File: config.mk
export PLATFORM = sky130hd
export DESIGN_NAME = uart_rx
export DESIGN_NICKNAME = d
export VERILOG_FILES = /design/src/rtl/uart_rx.sv
export SDC_FILE = /design/constraint.sdc
export NUM_CORES = 1
export LEC_CHECK = 0
export CORE_ASPECT_RATIO = 0.9
export CORE_MARGIN = 3
export CORE_UTILIZATION = 30
export CTS_CLUSTER_SIZE = 40
export DETAILED_ROUTE_END_ITERATION = 6
export GPL_ROUTABILITY_DRIVEN = 0
export HOLD_SLACK_MARGIN = 0.02
export PLACE_DENSITY = 0.5
export SLEW_MARGIN = 0
export SYNTH_ARGS = -nofsm -noshare
export SYNTH_HDL_FRONTEND = slang
export SYNTH_SLANG_ARGS = --single-unit
File: constraint.sdc
create_clock -name clk -period 1.8 [get_ports clk]
set_input_delay 0.45 -clock clk [delete_from_list [all_inputs] [get_ports clk]]
set_output_delay 0.45 -clock clk [all_outputs]
set_load 0.01 [all_outputs]
File: src/rtl/uart_rx.sv
// UART receiver: 2-flop synchronizer, oversampled framing FSM, RSR -> RDR transfer with sticky error flags.
// Optional even-parity bit between data and stop is enabled by defining UART_RX_PARITY_EN.
module uart_rx #(
    parameter int DATA_SIZE   = 7,
    parameter int CLK_FREQ_HZ = 50_000_000,
    parameter int BAUD_RATE   = 9600,
    parameter int OVERSAMPLE  = 16
) (
    input  logic                 clk,
    input  logic                 reset,
    input  logic                 data_in,
    input  logic                 sample_tick,
    input  logic                 rd,
    output logic [DATA_SIZE-1:0] d_o,
    output logic                 rx_ready,
    output logic                 rx_busy,
    output logic                 frame_err,
    output logic                 overrun_err,
    output logic                 parity_err
);

    localparam int CNT_W = $clog2(OVERSAMPLE);
    localparam int IDX_W = $clog2(DATA_SIZE + 1);
    localparam logic [CNT_W-1:0] CNT_MID  = CNT_W'(OVERSAMPLE / 2 - 1);
    localparam logic [CNT_W-1:0] CNT_END  = CNT_W'(OVERSAMPLE - 1);
    localparam logic [IDX_W-1:0] IDX_LAST = IDX_W'(DATA_SIZE - 1);

    if (OVERSAMPLE < 4 || (OVERSAMPLE % 2) != 0 || DATA_SIZE < 2 ||
        CLK_FREQ_HZ < BAUD_RATE * OVERSAMPLE) begin : g_cfg_check
        $error("uart_rx: unsupported parameter combination");
    end

    typedef enum logic [2:0] {
        S_IDLE,
        S_START,
        S_DATA,
`ifdef UART_RX_PARITY_EN
        S_PARITY,
`endif
        S_STOP
    } state_t;

    state_t                 r_state;
    state_t                 w_state_next;
    logic                   r_sync1;
    logic                   r_sync2;
    logic [CNT_W-1:0]       r_cnt;
    logic [IDX_W-1:0]       r_idx;
    logic [DATA_SIZE-1:0]   r_rsr;
    logic [DATA_SIZE-1:0]   r_rdr;
    logic                   r_ready;
    logic                   r_ferr;
    logic                   r_oerr;
    logic                   w_rxs;
    logic                   w_bit_end;
    logic                   w_busy;
    logic                   w_shift;
    logic                   w_stop_sample;
    logic                   w_load;
    logic                   w_frame_bad;

    assign w_rxs     = r_sync2;
    assign w_bit_end = sample_tick && (r_cnt == CNT_END);

    always_ff @(posedge clk) begin
        if (reset) r_state <= S_IDLE;
        else       r_state <= w_state_next;
    end

    always_comb begin
        w_state_next = r_state;
        case (r_state)
            S_IDLE:   if (sample_tick && !w_rxs) w_state_next = S_START;
            // Start bit is re-checked at its centre to reject line glitches.
            S_START:  if (sample_tick && r_cnt == CNT_MID)
                          w_state_next = w_rxs ? S_IDLE : S_DATA;
`ifdef UART_RX_PARITY_EN
            S_DATA:   if (w_bit_end && r_idx == IDX_LAST) w_state_next = S_PARITY;
            S_PARITY: if (w_bit_end) w_state_next = S_STOP;
`else
            S_DATA:   if (w_bit_end && r_idx == IDX_LAST) w_state_next = S_STOP;
`endif
            S_STOP:   if (w_bit_end) w_state_next = S_IDLE;
            default:  w_state_next = S_IDLE;
        endcase
    end

    always_comb begin
        w_busy        = (r_state != S_IDLE);
        w_shift       = (r_state == S_DATA) && w_bit_end;
        w_stop_sample = (r_state == S_STOP) && w_bit_end;
        w_load        = w_stop_sample && w_rxs;
        w_frame_bad   = w_stop_sample && !w_rxs;
    end

    // Host handshake: rx_ready is the valid flag for d_o; rd acknowledges it and clears
    // every flag on the next edge, except that a load on the same edge wins.
    always_ff @(posedge clk) begin
        if (reset) begin
            r_sync1 <= 1'b1;
            r_sync2 <= 1'b1;
            r_cnt   <= '0;
            r_idx   <= '0;
            r_rsr   <= '0;
            r_rdr   <= '0;
            r_ready <= 1'b0;
            r_ferr  <= 1'b0;
            r_oerr  <= 1'b0;
        end else begin
            r_sync1 <= data_in;
            r_sync2 <= r_sync1;
            if (r_state != w_state_next || w_bit_end)
                r_cnt <= '0;
            else if (sample_tick && r_state != S_IDLE)
                r_cnt <= r_cnt + 1'b1;
            if (w_shift)
                r_idx <= r_idx + 1'b1;
            else if (r_state != S_DATA)
                r_idx <= '0;
            if (w_shift)
                r_rsr <= {w_rxs, r_rsr[DATA_SIZE-1:1]};
            if (w_load)
                r_rdr <= r_rsr;
            r_ready <= w_load | (r_ready & ~rd);
            r_oerr  <= ~rd & (r_oerr | (w_load & r_ready));
            r_ferr  <= w_frame_bad | (r_ferr & ~rd);
        end
    end

`ifdef UART_RX_PARITY_EN
    logic r_par;
    logic r_perr;
    logic w_par_sample;

    assign w_par_sample = (r_state == S_PARITY) && w_bit_end;

    // r_par accumulates data bits and the parity bit; nonzero at stop means even parity failed.
    always_ff @(posedge clk) begin
        if (reset) begin
            r_par  <= 1'b0;
            r_perr <= 1'b0;
        end else begin
            if (r_state == S_START)
                r_par <= 1'b0;
            else if (w_shift || w_par_sample)
                r_par <= r_par ^ w_rxs;
            r_perr <= (w_stop_sample & r_par) | (r_perr & ~rd);
        end
    end

    assign parity_err = r_perr;
`else
    assign parity_err = 1'b0;
`endif

    assign d_o         = r_rdr;
    assign rx_ready    = r_ready;
    assign rx_busy     = w_busy;
    assign frame_err   = r_ferr;
    assign overrun_err = r_oerr;

endmodule

* Word level (Yosys, flattened, before mapping)
Index checks and enable logic that the tools add are counted.
** Operators by class
- Add/sub/neg operators :: 2
- $mul :: 0
- Divide/modulo/power cells :: 0
- Magnitude comparators :: 0
- Equality and inequality tests :: 8
- Shift operators :: 0
- Multiplexer cells :: 8
- Bitwise gates (word level) :: 8
- Reductions and logical operators :: 15
** Operators with widths (count)
- 3-bit 2-to-1 mux :: 6
- 3-bit case mux with 4 select lines :: 1
- 1-bit logical AND :: 9
- 3-bit by 2-bit == test with 1-bit output (second input constant) :: 2
- 4-bit by 1-bit adder with 4-bit output (second input constant) :: 1
- 1-bit bitwise AND :: 4
- 4-bit by 3-bit == test with 1-bit output (second input constant) :: 1
- 4-bit == test (second input constant) :: 1
- 3-bit by 1-bit adder with 3-bit output (second input constant) :: 1
- 3-bit by 1-bit == test with 1-bit output (second input constant) :: 1
- 3-bit == test (second input constant) :: 1
- 3-bit logical NOT :: 1
- 3-bit by 2-bit != test with 1-bit output (second input constant) :: 1
- 3-bit != test :: 1
- 1-bit bitwise OR :: 3
- 3-bit nonzero test :: 1
- 2-bit 2-to-1 mux :: 1
- 2-bit nonzero test :: 1
- 2-bit OR reduction :: 1
- 1-bit logical NOT :: 1
- 1-bit logical OR :: 1
- 1-bit NOT :: 1
** Word-level totals
- Register bits after elaboration :: 29
- Bits in latches :: 0
- Bits in writable memories :: 0
- Memory bits (read-only) :: 0
- Bits of input ports :: 5
- Memories :: 0

* Depth between registers and ports, before layout
- Depth after elaboration :: 8
- Depth in mapped cells :: 7

* Worst setup path before layout
Ideal clock, no wire load.
- Kind :: register to register
- Start point :: register r_cnt[0]
- End point :: register r_cnt[0]
- Setup time :: 70 ps
- Arrival time :: 1663 ps
- Data required time :: 1730 ps
- Path slack :: 67 ps
- Cell stages (with the launch flop) :: 7
- Path buffers :: 0
- Period minus slack after synthesis :: 1733 ps
- Path through :: dfxtp_1 ha_1 and3_4 o21ai_2 a311o_2 or3_1 a21oi_1
** Between the ends
- Cells in the longest elaborated chain, start to end :: 8
** RTL lines
- from (decl) :: line 47 : logic [CNT_W-1:0] r_cnt;
- from (signal assigned) :: line 115 : r_cnt <= r_cnt + 1'b1;
- 4-bit == test :: line 63 : assign w_bit_end = sample_tick && (r_cnt == CNT_END);
- 1-bit logical AND :: line 63
- 1-bit logical AND :: line 81 : S_DATA: if (w_bit_end && r_idx == IDX_LAST) w_state_next = S_STOP;
- 3-bit 2-to-1 mux :: line 81
- 3-bit case mux with 4 select lines :: line 72 : case (r_state)
- 3-bit != test :: line 112 : if (r_state != w_state_next || w_bit_end)
- 1-bit logical OR :: line 112
- 2-bit OR reduction (no line)
Several ways; a longest one is shown, not always the timed one.
A chain may end at the register's enable or synchronous reset.

* Final worst setup path
- Start point :: register r_state[1]
- End point :: output rx_busy
** Between the ends
- Cells in the longest elaborated chain, start to end :: 1
** RTL lines
- from (decl) :: line 43 : state_t r_state;
- from (signal assigned) :: line 67 : else r_state <= w_state_next;
- 3-bit nonzero test :: line 89 : w_busy = (r_state != S_IDLE);
- to (decl) :: line 16 : output logic rx_busy,
No other way between the ends.

==> results.cfg <==
[power]
leakagePower_nw = 0.689
p_switching_w = 0.000266
power_frac_comb_pct = 3.3
clockPowerShare_pct = 52.9
power_per_cell_area_mw_per_mm2 = 873
sw_frac_of_total_pct = 17.9
internal_power_w = 0.00122
pwr-share-seq_pct = 43.7
peakVddDrop_mv = 0.430

[setup_path]
reg2reg_to = r_cnt[0]
cp_num_buf_inv = 1
rr_worst_depth = 6
endpoint_kind = primary output
required_ns = 1.35
max_stage_delay_ns = 0.40
critPathMaxFanout = 4
cp.arrival_ns = 1.30
cpMaxStageDelayCell = or3_4
reg2reg_slack_ns = 0.09
crit_type = flop to primary output
critical-path-top-delay-family = simple AND/OR/NAND/NOR gates
worstPathCellList = or3_4 -> dlygate4sd2_1
crit_cells = 2
r2r_start = r_cnt[1]
crit_path_start_kind = flop

[finish]
area_delta_synth_final_pct = 40.2
layout.nets = 170
layout-drive-gt1-share_pct = 23.9
num_antenna_cells = 0
final_common_cell = dfxtp_1
layout_common_cells = dfxtp_1, nor2_1, mux2i_1, buf_4, clkdlybuf4s50_1

[grt]
grt_pass1_wl_um = 4130
antenna_found_initial = 0
grt_max_degree = 18
grtUsageTotal_pct = 11.4
grt_pass1_vias = 942
overflow = 0

[synthesis]
synth_warnings = 0
synth_cells = 129
ys_types = 33
synth-seq-cells = 29
syn_avg_cell_area_sq_um = 9.41
syn_area_sq_mm = 0.00121
yosysSeqAreaShare_pct = 47.8

[status]
status = finished clean

[sta]
fin_crit_ns = 1.75
drv_slew = 0
finalSetupViolations = 0
fmax_ghz = 0.571
hold_viol_final = 0
setup-tns-final_ns = 0
timing.hold.ws_ns = 0.408
finalClockSkew_ns = 0.00663
fin_crit_sh_pct = 97.4
rsz0062_at_grt = false

[flow_run]
drv_cap = 0

[clock_network]
root_buffer = clkbuf_8
cts_tree = built
cts_buffers = 5
cts.clk_slew.worst_paths_ns = 0.06
worst_skew_pair.late_latency_ns = 0.28
ctsHtreeMaxLevel = 2
cts.sinks = 29
cts_buffer_depth = 2

[drt]
routed_wl_um = 2410
drtAntennaViolNets = 0
vias = 955
vias_per_cell = 4.57
drtIter0Drc = 31
wl_per_cell_um = 11.5
first_pass_iters = 4
drc = 0

[floorplan]
rows = 21
pin_count = 17
core_area_sq_mm = 0.00381
initial_core_util_pct = 31.9
die_area_sq_mm = 0.00485
die_height_um = 66.3
die_w_um = 73.0

[placed_design]
place_hpwl_um = 1740
io_buffers = 15

[min_path]
whs_endpoint = r_sync2
worstHoldStart = r_sync1
holdCritPathClass = flop to flop
whs_path_depth = 1
[state kept, by name, indices dropped and copies added, names as in the netlist]
| name | flops |
|---|---|
| d_o | 7 |
| r_rsr | 7 |
| r_cnt | 4 |
| r_idx | 3 |
| r_state | 3 |
| frame_err | 1 |
| overrun_err | 1 |
| r_sync1 | 1 |
| r_sync2 | 1 |
| rx_ready | 1 |
[cell families (layout without fill, tap and decap cells)]
logic type / count (synthesis) / in the layout / synth area share, %
buffers and inverters: 10 / 43 / 3.81
xor gates and xnor gates: 6 / 6 / 4.33
and+or+nand+nor: 53 / 53 / 22.1
AOI/OAI and AO/OA: 12 / 12 / 6.19
DFF: 29 / 29 / 47.8
muxes: 15 / 15 / 12.4
adders and majority gates: 3 / 3 / 3.09
other: 1 / 2 / 0.309
[power by group through the flow]
stage / Sequential [W] / Clock (W) / Combinational (W)
final: 0.000650 / 0.000786 / 0.0000494
after global routing: 0.000649 / 0.000832 / 0.0000551
after CTS: 0.000649 / 0.000814 / 0.0000499
after detailed placement: 0.000663 / 0 / 0.0000498
after global placement: 0.000663 / 0 / 0.0000487
after floorplan: 0.000664 / 0 / 0.0000244
[synthesized netlist by cell type]
library cell / instances / area share (%)
buf_4: 2 / 1.2
and3_4: 1 / 0.93
inv_1: 4 / 1.2
a311o_2: 1 / 0.93
nor4_1: 1 / 0.52
xor2_1: 4 / 2.9
nand2_1: 4 / 1.2
dfxtp_1: 29 / 48
or2_2: 2 / 1.0
mux2i_1: 15 / 12
buf_2: 1 / 0.41
and2_2: 1 / 0.62
and3b_2: 1 / 0.82
ha_1: 3 / 3.1
nor3_1: 6 / 2.5
nand3b_1: 2 / 1.2
or3_1: 2 / 1.0
nor2b_1: 1 / 0.52
xnor2_1: 2 / 1.4
or4_1: 1 / 0.62
nand3_1: 4 / 1.6
or3b_1: 1 / 0.72
and2_1: 1 / 0.52
nand4_1: 1 / 0.52
o21ai_0: 3 / 1.2
a21oi_1: 5 / 2.1
clkbuf_1: 3 / 0.93
o21ai_2: 1 / 0.72
conb_1: 1 / 0.31
nor2_1: 23 / 7.1
a211oi_1: 1 / 0.62
and3_1: 1 / 0.52
a22oi_1: 1 / 0.62
[layout make-up]
cell class | count | area (sq um)
clock buffers | 5 | 68.8
clock inverters | 3 | 65.1
fillers | 363 | 2110
inverters | 4 | 15.0
multi-input cells | 91 | 632
flip-flops and latches | 29 | 583
well taps | 46 | 57.6
repair buffers | 31 | 280
[metal layers]
layer	up-vias	GRT usage, %	wire (um)	share of wire (%)
li1	501	-	-	-
met1	437	13.5	1170	49
met2	12	17.5	1120	46
met3	5	3.65	67	2.8
met4	0	7.60	50	2.1
met5	-	0	0	0
[what timing repair did]
action	in CTS	in global routing
endpoints found under the hold margin	0	0
pin swaps	0	2
hold buffers	0	0
setup buffers	0	2
resized for setup	7	4
setup endpoints to repair	19	9
[through the flow]
step | setup WS (ns) | utilization, % | instance area, sq um | cells | power, W
detailed placement | -0.463 | 39.7 | 1510 | 199 | 0.000713
finish | 0.0474 | 44.7 | 1700 | 209 | 0.00149
global route | 0.00806 | 44.7 | 1700 | 209 | 0.00154
CTS | 0.0185 | 43.9 | 1670 | 207 | 0.00151
global placement | -0.358 | 39.7 | 1510 | 199 | 0.000711
floorplan | 0.0668 | - | 1220 | 130 | 0.000688
[how the worst max path moves through the flow]
stage,slack [ns],to,start
6_report,0.05,rx_busy,r_state[1]
5_1_grt,0.008,rx_busy,r_state[1]
4_1_cts,0.02,r_cnt[0],r_cnt[1]
3_5_place_dp,-0.46,r_cnt[1],sample_tick
3_3_place_gp,-0.36,r_cnt[1],sample_tick
2_1_floorplan,0.07,r_cnt[0],r_cnt[0]
No activity file was read; power rests on OpenSTA's default activity.
==> RTL change, RTL diff (same flow settings) <==
Set the parameter `DATA_SIZE` to 8 (it was 7).
--- a/src/rtl/uart_rx.sv
+++ b/src/rtl/uart_rx.sv
@@ -2,5 +2,5 @@
 // Optional even-parity bit between data and stop is enabled by defining UART_RX_PARITY_EN.
 module uart_rx #(
-    parameter int DATA_SIZE   = 7,
+    parameter int DATA_SIZE   = 8,
     parameter int CLK_FREQ_HZ = 50_000_000,
     parameter int BAUD_RATE   = 9600,
Interface: changed (resized d_o); port bits go from 17 to 18. The function was not compared with the original's and may differ.
==> RTL change against the unedited design <==
  * Synthesized area grew 17%
  * Power decreased by 11%
  * Combinational power rose by 29%
  * Final area rose by 6.1%
  * Wire length is 18% higher
  * Largest power group is now registers
  * Worst setup slack improved by 0.036 ns
  * Sequential cell count is 3 higher
==> RTL change: results <==
export IMPL_hold_class="register to register"
export IMPL_power_internal_mw=1.01
export IMPL_ys_warn_count=0
export IMPL_ys_seq_area_share_pct=45.0
export IMPL_synth_cell_types=42
export IMPL_avgSynthCellArea_um2=9.48
export IMPL_pwr_group_clock_mw=0.537
export IMPL_async_reset_ff_share_pct=0
export IMPL_synthAdderAreaFrac_pct=1.76
export IMPL_pre_cts_ws_ns=-0.259
export IMPL_finalNetCount=184
export IMPL_p_leak_nw=0.771
export IMPL_grt_max_degree=23
export IMPL_cp_max_fo=2
export IMPL_irDropWorstVdd_mv=0.329
export IMPL_fillCellCount=461
export IMPL_fin_cells=240
export IMPL_post_drt_via_cell_ratio=4.68
export IMPL_grt_pass1_vias=1067
export IMPL_drtIter0Drc=56
export IMPL_placed_area_um2=1710
export IMPL_yosys_area_share_xor_xnor_pct=3.69
export IMPL_hpwlAfterDp_um=2060
export IMPL_placed_cells=232
export IMPL_ys_top_cells_by_area="dfxtp_1, mux2i_1, nor2_1"
export IMPL_drive_gt1_share_pct=16.3
export IMPL_grt_util_all_layers_pct=10.9
export IMPL_cts_setup_buffers=0
export IMPL_status="finished clean"
export IMPL_p_comb_share_pct=4.8
export IMPL_synthMuxAreaShare_pct=12.0
export IMPL_critical_path_arrival_ns=1.27
export IMPL_numPortBuffers=16
export IMPL_cp_slowest_cell="or3_1"
export IMPL_drt_total_wl_um=2830
export IMPL_ys_top_cells_by_count="dfxtp_1, nor2_1, mux2i_1, nand2_1"
export IMPL_fin_skew_ns=0.00542
export IMPL_grt_pass1_wl_um=4890
export IMPL_synth_compound_area_share_pct=9.94
export IMPL_multi_input_area_um2=727
export IMPL_pwr_share_seq_pct=54.4
export IMPL_synth_flop_cell="dfxtp_1"
export IMPL_die_x_um=78.6
RTL change: cell count changes in the layout (fill, tap and decap cells not counted), sizes merged, moves of 3 or more:
cell	unedited run	this run
nand2	4	8
buf	16	13
inv	4	1
nor3	6	1
dfxtp	29	32
nor3b	0	3
RTL change: what timing repair did:
action	CTS	global route
gates resized for setup	1	1
setup endpoints to repair	1	2
pin swaps	0	0
RTL change: logic make-up (layout without fill, tap and decap cells):
logic type,count (synthesis),in the layout
and+or+nand+nor,62,62
AOI/OAI and AO/OA,19,19
DFF,32,32
adders and majority gates,2,2
muxes,17,17
buffers and inverters,11,38
xor gates and xnor gates,6,6
other,1,2
RTL change: final timing paths:
| path | start | slack [ns] | cells past startpoint | to |
|---|---|---|---|---|
| min | r_sync1$_SDFF_PP1_ | 0.41 | 1 | r_sync2$_SDFF_PP1_ |
| min reg2reg | r_sync1$_SDFF_PP1_ | 0.41 | 1 | r_sync2$_SDFF_PP1_ |
| max | r_state[2]$_SDFF_PP0_ | 0.08 | 2 | rx_busy |
| max reg2reg | r_idx[0]$_SDFFE_PP0P_ | 0.19 | 5 | r_cnt[0]$_SDFFE_PP0P_ |
RTL change: per-layer routing:
layer,vias to the layer above,part of all wire [%],track usage (%)
met1,524,52,15.0
met2,18,44,16.4
met5,-,0,0
met4,0,1.3,4.08
met3,4,3.4,3.14
li1,577,-,-
RTL change: layout make-up:
type / instances / share of cell area, %
Multi-Input combinational cell: 108 / 40.3
Sequential cell: 32 / 35.5
Timing Repair Buffer: 29 / 14.9
Tap cell: 62 / 4.30
Clock buffer: 5 / 3.81
Clock inverter: 3 / 1.04
Inverter: 1 / 0.208
